File: config.mk
export PLATFORM = sky130hd
export DESIGN_NAME = booth_mul_sequencer_flat
export DESIGN_NICKNAME = d
export VERILOG_FILES = /design/src/rtl/mul_pkg.sv /design/src/rtl/booth_mul_sequencer_if.sv /design/src/rtl/booth_pp_select.sv /design/src/rtl/booth_mul_sequencer.sv /design/src/flat_wrapper.sv
export SDC_FILE = /design/constraint.sdc
export NUM_CORES = 1
export LEC_CHECK = 0
export CORE_UTILIZATION = 30
export CTS_CLUSTER_SIZE = 40
export DETAILED_ROUTE_END_ITERATION = 8
export GPL_TIMING_DRIVEN = 0
export MAX_ROUTING_LAYER = met4
export SYNTH_ARGS = -nofsm -noshare
export SYNTH_HDL_FRONTEND = slang
export SYNTH_SLANG_ARGS = --single-unit
File: constraint.sdc
create_clock -name clock -period 6.4 [get_ports clock]
set_input_delay 0.64 -clock clock [delete_from_list [all_inputs] [get_ports clock]]
set_output_delay 0.64 -clock clock [all_outputs]
set_load 0.01 [all_outputs]
File: src/rtl/mul_pkg.sv
// Shared definitions for the iterative radix-4 Booth multiplier.
// Holds the sequencer state enum, Booth triplet encodings and the helpers
// that derive the step count and step-counter width from the operand width.
// No ports.
package mul_pkg;

  typedef enum logic [1:0] {
    StIdle,
    StRun,
    StDone
  } state_e;

  // Booth radix-4 triplet encodings {b[2i+1], b[2i], b[2i-1]}
  localparam logic [2:0] TripZeroLo = 3'b000;
  localparam logic [2:0] TripPosA0  = 3'b001;
  localparam logic [2:0] TripPosA1  = 3'b010;
  localparam logic [2:0] TripPos2A  = 3'b011;
  localparam logic [2:0] TripNeg2A  = 3'b100;
  localparam logic [2:0] TripNegA0  = 3'b101;
  localparam logic [2:0] TripNegA1  = 3'b110;
  localparam logic [2:0] TripZeroHi = 3'b111;

  localparam int unsigned DefaultWidth = 32;

  // One partial product is retired per step, two multiplier bits each.
  function automatic int unsigned num_steps(input int unsigned width);
    return width / 2;
  endfunction

  function automatic int unsigned step_width(input int unsigned width);
    return (width / 2 > 2) ? $clog2(width / 2) : 1;
  endfunction

  localparam int unsigned NumSteps = num_steps(DefaultWidth);
  localparam int unsigned StepW    = step_width(DefaultWidth);

endpackage

File: src/rtl/booth_mul_sequencer_if.sv
// Start/busy/done handshake and operand/result bus of the Booth multiplier.
//   master: control unit side (drives start, a, b; observes busy, done, z)
//   slave:  multiplier side
interface booth_mul_sequencer_if #(
  parameter int unsigned Width = 32
) ();
  logic                 start;
  logic [Width-1:0]     a;
  logic [Width-1:0]     b;
  logic                 busy;
  logic                 done;
  logic [2*Width-1:0]   z;

  modport master (output start, a, b, input busy, done, z);
  modport slave  (input start, a, b, output busy, done, z);
endinterface

File: src/rtl/booth_pp_select.sv
// Combinational radix-4 Booth partial-product selector.
//   mcand_i   : sign-extended multiplicand, Width+1 bits
//   triplet_i : Booth triplet {b[2i+1], b[2i], b[2i-1]}
//   pp_o      : selected partial product, Width+2 bits signed
// Width+2 bits keep -2a exact for a = -2^(Width-1).
module booth_pp_select
  import mul_pkg::*;
#(
  parameter int unsigned Width = 32
) (
  input  logic [Width:0]   mcand_i,
  input  logic [2:0]       triplet_i,
  output logic [Width+1:0] pp_o
);
  logic [Width+1:0] pos_a, pos_2a;

  always_comb begin
    pos_a  = {mcand_i[Width], mcand_i};
    pos_2a = {mcand_i, 1'b0};
    pp_o   = '0;
    unique case (triplet_i)
      TripZeroLo, TripZeroHi: pp_o = '0;
      TripPosA0, TripPosA1:   pp_o = pos_a;
      TripPos2A:              pp_o = pos_2a;
      TripNeg2A:              pp_o = -pos_2a;
      TripNegA0, TripNegA1:   pp_o = -pos_a;
      default:                pp_o = '0;
    endcase
  end
endmodule

File: src/rtl/booth_mul_sequencer.sv
// Iterative radix-4 Booth multiplier: one partial product per clock.
//   clock, reset : rising-edge clock, synchronous active-high reset
//   bus (slave)  : start/a/b in, busy/done/z out; z = signed a*b, 2*Width bits
// Optional feature: define MUL_EARLY_TERM_EN to finish as soon as the
// remaining multiplier bits can only select zero partial products.
module booth_mul_sequencer
  import mul_pkg::*;
#(
  parameter int unsigned Width = DefaultWidth
) (
  input  logic                  clock,
  input  logic                  reset,
  booth_mul_sequencer_if.slave  bus
);
  localparam int unsigned Steps = num_steps(Width);
  localparam int unsigned SW    = step_width(Width);

  state_e               state_q, state_d;
  logic [Width:0]       mcand_q, mcand_d;
  logic [Width+1:0]     mplier_q, mplier_d;
  logic [2*Width-1:0]   acc_q, acc_d;
  logic [SW-1:0]        step_q, step_d;
  logic [2*Width-1:0]   z_q, z_d;

  logic [Width+1:0]     pp;
  logic [2*Width-1:0]   pp_ext, acc_sum;
  logic [Width+1:0]     mplier_shr;
  logic                 last_step;

  booth_pp_select #(
    .Width (Width)
  ) u_pp_select (
    .mcand_i   (mcand_q),
    .triplet_i (mplier_q[2:0]),
    .pp_o      (pp)
  );

  always_comb begin
    state_d    = state_q;
    mcand_d    = mcand_q;
    mplier_d   = mplier_q;
    acc_d      = acc_q;
    step_d     = step_q;
    z_d        = z_q;
    last_step  = 1'b0;
    pp_ext     = {{(Width-2){pp[Width+1]}}, pp};
    // Weight of step i is 4^i; the sum wraps modulo 2^(2*Width).
    acc_sum    = acc_q + (pp_ext << {step_q, 1'b0});
    mplier_shr = {{2{mplier_q[Width+1]}}, mplier_q[Width+1:2]};

    unique case (state_q)
      StIdle, StDone: begin
        if (bus.start) begin
          state_d  = StRun;
          mcand_d  = {bus.a[Width-1], bus.a};
          mplier_d = {bus.b[Width-1], bus.b, 1'b0};
          acc_d    = '0;
          step_d   = '0;
        end else begin
          state_d  = StIdle;
        end
      end
      StRun: begin
        acc_d     = acc_sum;
        mplier_d  = mplier_shr;
        step_d    = step_q + SW'(1);
        last_step = (step_q == SW'(Steps - 1));
`ifdef MUL_EARLY_TERM_EN
        // All-zero or all-one remainder only ever yields zero triplets.
        last_step = last_step || (mplier_shr == '0) || (&mplier_shr);
`endif
        if (last_step) begin
          state_d = StDone;
          z_d     = acc_sum;
        end
      end
      default: state_d = StIdle;
    endcase
  end

  always_ff @(posedge clock) begin
    if (reset) begin
      state_q  <= StIdle;
      mcand_q  <= '0;
      mplier_q <= '0;
      acc_q    <= '0;
      step_q   <= '0;
      z_q      <= '0;
    end else begin
      state_q  <= state_d;
      mcand_q  <= mcand_d;
      mplier_q <= mplier_d;
      acc_q    <= acc_d;
      step_q   <= step_d;
      z_q      <= z_d;
    end
  end

  assign bus.busy = (state_q == StRun);
  assign bus.done = (state_q == StDone);
  assign bus.z    = z_q;

endmodule
File: src/flat_wrapper.sv
// flat-port wrapper written by rule: the top's interface ports become plain ports
module booth_mul_sequencer_flat import mul_pkg::*;
#(
  parameter int unsigned Width = DefaultWidth
)
  (clock, reset, bus_start, bus_a, bus_b, bus_busy, bus_done, bus_z);
  booth_mul_sequencer_if #(.Width(Width)) bus_i ();
  input  logic clock;
  input  logic reset;
  input wire logic [$bits(bus_i.start)-1:0] bus_start;
  input wire logic [$bits(bus_i.a)-1:0] bus_a;
  input wire logic [$bits(bus_i.b)-1:0] bus_b;
  output wire logic [$bits(bus_i.busy)-1:0] bus_busy;
  output wire logic [$bits(bus_i.done)-1:0] bus_done;
  output wire logic [$bits(bus_i.z)-1:0] bus_z;
  assign bus_i.start = bus_start;
  assign bus_i.a = bus_a;
  assign bus_i.b = bus_b;
  assign bus_busy = bus_i.busy;
  assign bus_done = bus_i.done;
  assign bus_z = bus_i.z;
  booth_mul_sequencer #(.Width(Width)) u_core (.clock(clock), .reset(reset), .bus(bus_i));
endmodule
Word level (Yosys, flattened, before mapping)

Index checks and enable logic that the tools add are counted.

Register bits: 200
Input bits: 67
Output and inout bits: 66

$add $sub $neg: 4
Eq/ne operators: 12
Shift-type cells: 1
Mux-type cells: 10
Bitwise operators: 1
Reduce and logical (&&, ||, !) cells: 11

Operator list:

| kind                                          | number |
|---|---|
| one-hot mux 34 bit (5 select lines)           | 1 |
| one-hot mux 64 bit (2 select lines)           | 1 |
| negation 34 bit                               | 2 |
| one-hot mux 34 bit (2 select lines)           | 1 |
| adder 64 bit                                  | 1 |
| 2-to-1 mux 64 bit                             | 1 |
| left shift 64 x 5 -> 64 bit                   | 1 |
| 2-to-1 mux 34 bit                             | 1 |
| == test 3 bit, second input constant          | 4 |
| one-hot mux 4 bit (2 select lines)            | 1 |
| OR reduction 2 bit                            | 4 |
| == test 3 x 2 -> 1 bit, second input constant | 2 |
| AND reduction 2 bit                           | 3 |
| adder 4 x 1 -> 4 bit, second input constant   | 1 |
| == test 4 bit, second input constant          | 1 |
| 2-to-1 mux 4 bit                              | 1 |
| one-hot mux 2 bit (2 select lines)            | 1 |
| == test 3 x 1 -> 1 bit, second input constant | 1 |
| zero test 3 bit                               | 1 |
| AND reduction 3 bit                           | 1 |
| == test 2 x 1 -> 1 bit, second input constant | 1 |
| == test 2 bit, second input constant          | 1 |
| zero test 2 bit                               | 1 |
| 2-to-1 mux 2 bit                              | 1 |
| other kinds (5)                               | 5 |

Depth between registers and ports, before layout

Depth in word-level cells: 6
Mapped depth: 24

Cells and area by module

Synthesis repeated with hierarchy kept, for this count alone.

Cells, all modules: 1977
Area total of the unflattened synthesis: 14543.9 um2

Modules (own cells, without submodules):

| module              | times used | cells an instance | area each (um2) | seq. area each (um2) |
|---|---|---|---|---|
| booth_mul_sequencer | 1          | 1652              | 12524.5         | 4003.8 |
| booth_pp_select     | 1          | 325               | 2019.4          | 0.0 |

Worst setup path before layout

Ideal clock, no wire load.

Path kind: reg-to-reg
Start: reg u_core.mcand_q[2]
End: reg u_core.z_q[59], in the netlist u_core.bus.z[59]
Setup time: 74 ps
Data arrival time: 5517 ps
Path slack: 808 ps
Stages on the path, launching flop included: 23
Period minus slack after synthesis: 5592 ps
Path through: dfxtp_1 -> buf_6 -> or3_4 -> buf_6 -> nor4_2 -> a41oi_1 -> xor2_1 -> a221o_1 -> a2bb2oi_1 -> mux2_2 -> o21ai_0 -> o22ai_1 -> ha_1 -> clkbuf_1 -> nand4_1 -> nor3_1 -> nand3_1 -> a21oi_1 -> a31oi_1 -> o311ai_0 -> a31oi_1 -> or4_1 -> a31oi_1

Cells in the longest elaborated chain, start to end: 4
Elaborated cells on any way between the ends: 5
Classes of those cells: add/sub (3); shift (1); mux (1)

Ends and longest elaborated chain:

| what                                  | RTL line                                     | RTL |
|---|---|---|
| start, declared                       | booth_mul_sequencer.sv:19                    | `logic [Width:0] mcand_q, mcand_d;` |
| start signal, assigned                | booth_mul_sequencer.sv:91                    | `mcand_q <= mcand_d;` |
| negation 34 bit (on tied branches)    | booth_pp_select.sv:26, booth_pp_select.sv:25 |  |
| one-hot mux 34 bit (5 select lines) * | booth_pp_select.sv:21                        | `unique case (triplet_i)` |
| left shift 64 x 5 -> 64 bit *         | booth_mul_sequencer.sv:48                    | `acc_sum = acc_q + (pp_ext << {step_q, 1'b0});` |
| adder 64 bit *                        | booth_mul_sequencer.sv:48                    |  |
| end signal, assigned                  | booth_mul_sequencer.sv:95                    | `z_q <= z_d;` |
| end, declared                         | booth_mul_sequencer.sv:23                    | `logic [2*Width-1:0] z_q, z_d;` |

Mark *: on every way between the ends. The rest lies on a longest branch, timed or not.
A chain may end at the register's enable or synchronous reset.

Worst setup path in the final report

Start: reg u_core.mcand_q[0]
End: reg u_core.z_q[59], in the netlist u_core.bus.z[59]

The elaborated chain is that of the path after synthesis.

==> results.yml <==
yosys:
  yosys-top-cells-area: "dfxtp_1 27%, nand2_1 8.3%, a21oi_1 7.6%"
  yosysWarnings: 0
  synthFlopType: "dfxtp_1"
  synth_cell_type_count: 86
  synth_xor_area_share_pct: 5.03
  synthSimpleGateAreaFrac_pct: 22.3
  synth_largest_area_cell: "dfxtp_1"
  seq_area_frac_synth_pct: 26.8
  synth_area_um2: 15000
  synth_compound_area_share_pct: 29.8
  synth-async-reset-ratio_pct: 0
  synth_mux_area_share_pct: 5.17
  avgSynthCellArea_um2: 7.35
  synth_enable_flop_cells: 0
  synth-seq-cells: 200
  synth_top_area_share_pct: 26.8
  synth_fa_ha_area_share_pct: 5.57
  syn_inst: 2035
  synth_top_family_by_area: "compound AO/OA/AOI/OAI gates"
  syn-num-nets: 2168
timing:
  setup_viol: 0
  tightest_slew_ps: 1060
  fin_crit_ps: 6260
  fin_crit_sh_pct: 97.8
  max-slew-margin-rel_pct: 29.4
  finalClockSkew_ps: 12.2
  hold_ws_ps: 456
  final-hold-violation-count: 0
  max_freq_ghz: 0.160
  setup_ws_ps: 144
  slew_violations: 0
  fin_setup_tns_ps: 0
clock_tree:
  cts_buffers: 17
  htree_levels: 4
  clk_pin_slew_ps: 70
  cts.sinks: 200
  clock_path_buffers: 2
  insertion_delay_ps: 510
  cts_root_buf: "clkbuf_16"
  cts_tree: "built"
floorplan:
  core_area_um2: 49100
  dieArea_um2: 50800
  rows: 81
  ios: 133
  start_util_pct: 30.5
  die_w_um: 225
  die_h_um: 225
route:
  viasPerCell: 5.66
  drt_first_pass_iters: 6
  ant_nets: 0
  wl_mm: 61.6
  first_iter_violations: 1454
  drc: 0
  wl_per_cell_um: 21.5
  routed-via-count: 16200
outcome:
  status: "complete, no violations"
place:
  dp_slack_ps: -1750
  numPortBuffers: 131
  dpl.hpwl_mm: 47.9
  gp_congestion: 0.967
  dp.cells: 2831
  place_area_um2: 17100
global_route:
  grt_use_total_pct: 25.0
  grt_pass1_vias: 15700
  antenna_found_initial: 1
  grt_pass1_wl_mm: 94.2
  grt_max_degree: 18
  grt_overflow: 0
finish:
  final_cell_count_no_fill: 2869
  nFillCells: 5239
  drive_above_1_share_pct: 9.53
  final_area_um2: 18400
  layout_common_cells: "327 x nand2_1, 226 x a21oi_1, 200 x dfxtp_1"
  nets: 2323
  final_common_cell: "nand2_1"
  area_growth_pct: 23.3
critical_path:
  startpoint: "u_core.mcand_q[0]"
  crit_path_end_kind: "register"
  path_class: "register to register"
  worst_ep_required_time_ps: 6840
  start_kind: "register"
  timing.rr.start: "u_core.mcand_q[0]"
  arrival_ps: 6690
  crit_fanout: 10
job:
  cap_violations: 0
power_and_ir_drop:
  ir_worst_vdd_v: 0.000197
  powerDensity_nw_per_um2: 197
  power_leakage_uw: 0.00683
hold_path:
  min_from: "u_core.mplier_q[14]"
  hold_path_class: "register to register"
## flip-flops by register name, summed over array words and instances, names as in the netlist
| name | count |
|---|---|
| u_core.acc_q | 64 |
| u_core.bus.z | 64 |
| u_core.mcand_q | 32 |
| u_core.mplier_q | 34 |
| u_core.state_q | 2 |
| u_core.step_q | 4 |
## area by class of cell
type                       instances  area (µm²)  share of cell area (%)
antenna                            2        5.00                  0.0271
buffer                           154         624                    3.38
clock buffer                      20         437                    2.37
clock inverter                    12         141                   0.766
inverter                          29         109                   0.590
multi-input combinational       1630       10800                    58.4
sequential                       200        4000                    21.7
tap                              664         831                    4.50
timing repair buffer             158        1520                    8.23
## Yosys cell counts, types with 31 or more instances
| master | number |
|---|---|
| nand2_1 | 330 |
| a21oi_1 | 227 |
| dfxtp_1 | 200 |
| clkbuf_1 | 154 |
| nor2_1 | 153 |
| o21ai_0 | 104 |
| ha_1 | 65 |
| a22oi_1 | 64 |
| xnor2_1 | 50 |
| a21o_1 | 43 |
| mux2i_1 | 41 |
| nor3_1 | 39 |
| nand3_1 | 36 |
| xor2_1 | 36 |
| nand4_1 | 31 |
## worst max-delay path, stage by stage, from the launching register on
cell	delay [ps]
dfxtp_1	380
or2_2	310
clkbuf_1	270
or4_4	600
buf_6	180
o41ai_1	480
xor2_1	230
o211ai_1	150
mux2_2	360
mux2_4	300
mux2i_2	260
mux2i_1	160
ha_1	430
nand4_1	140
buf_4	180
nor4_4	320
a31oi_4	180
o311ai_4	430
a31oi_2	190
or4_1	430
a31oi_1	170
## cells by family (layout without fill, tap and decap cells)
family	count (synthesis)	in the layout
AO/OA/AOI/OAI	683	683
XOR/XNOR	86	86
other	0	2
flip-flops	200	200
buffers and inverters	205	373
AND/OR/NAND/NOR	725	725
adder cells (fa/ha/maj)	66	66
multiplexers	70	70
## layer usage
layer	global-route usage, %	up-vias	share of wire [%]
met5	-	-	0
met4	7.53	0	2.5
met3	5.12	95	6.4
met2	39.4	524	46
met1	32.1	7832	46
li1	-	7783	-
## path summary, 6_finish.rpt
check                   endpoint  slack (ps)  cells after the start
max             u_core.bus.z[59]         140                     20
min          u_core.mplier_q[14]         460                      2
max reg2reg     u_core.bus.z[59]         140                     20
min reg2reg  u_core.mplier_q[14]         460                      2
## what timing repair did
action                                  4_1_cts  5_1_grt
setup buffers                                13       13
pin swaps                                     7       13
resized for setup                            40      100
endpoints found under the setup margin       77       64
hold buffers                                  0        0
## stage by stage
stage               total power [µW]  utilization (%)
floorplan                       2060                -
global placement                2410             34.9
detailed placement              2410             34.9
CTS                             3580             36.7
global route                    3790             37.6
finish                          3630             37.6
## power by group
group	switching [µW]	internal, µW	total [µW]
clock	549	581	1130
sequential	37.5	1290	1330
combinational	752	418	1170
total	1340	2290	3630
No activity file was read; power rests on OpenSTA's default activity.
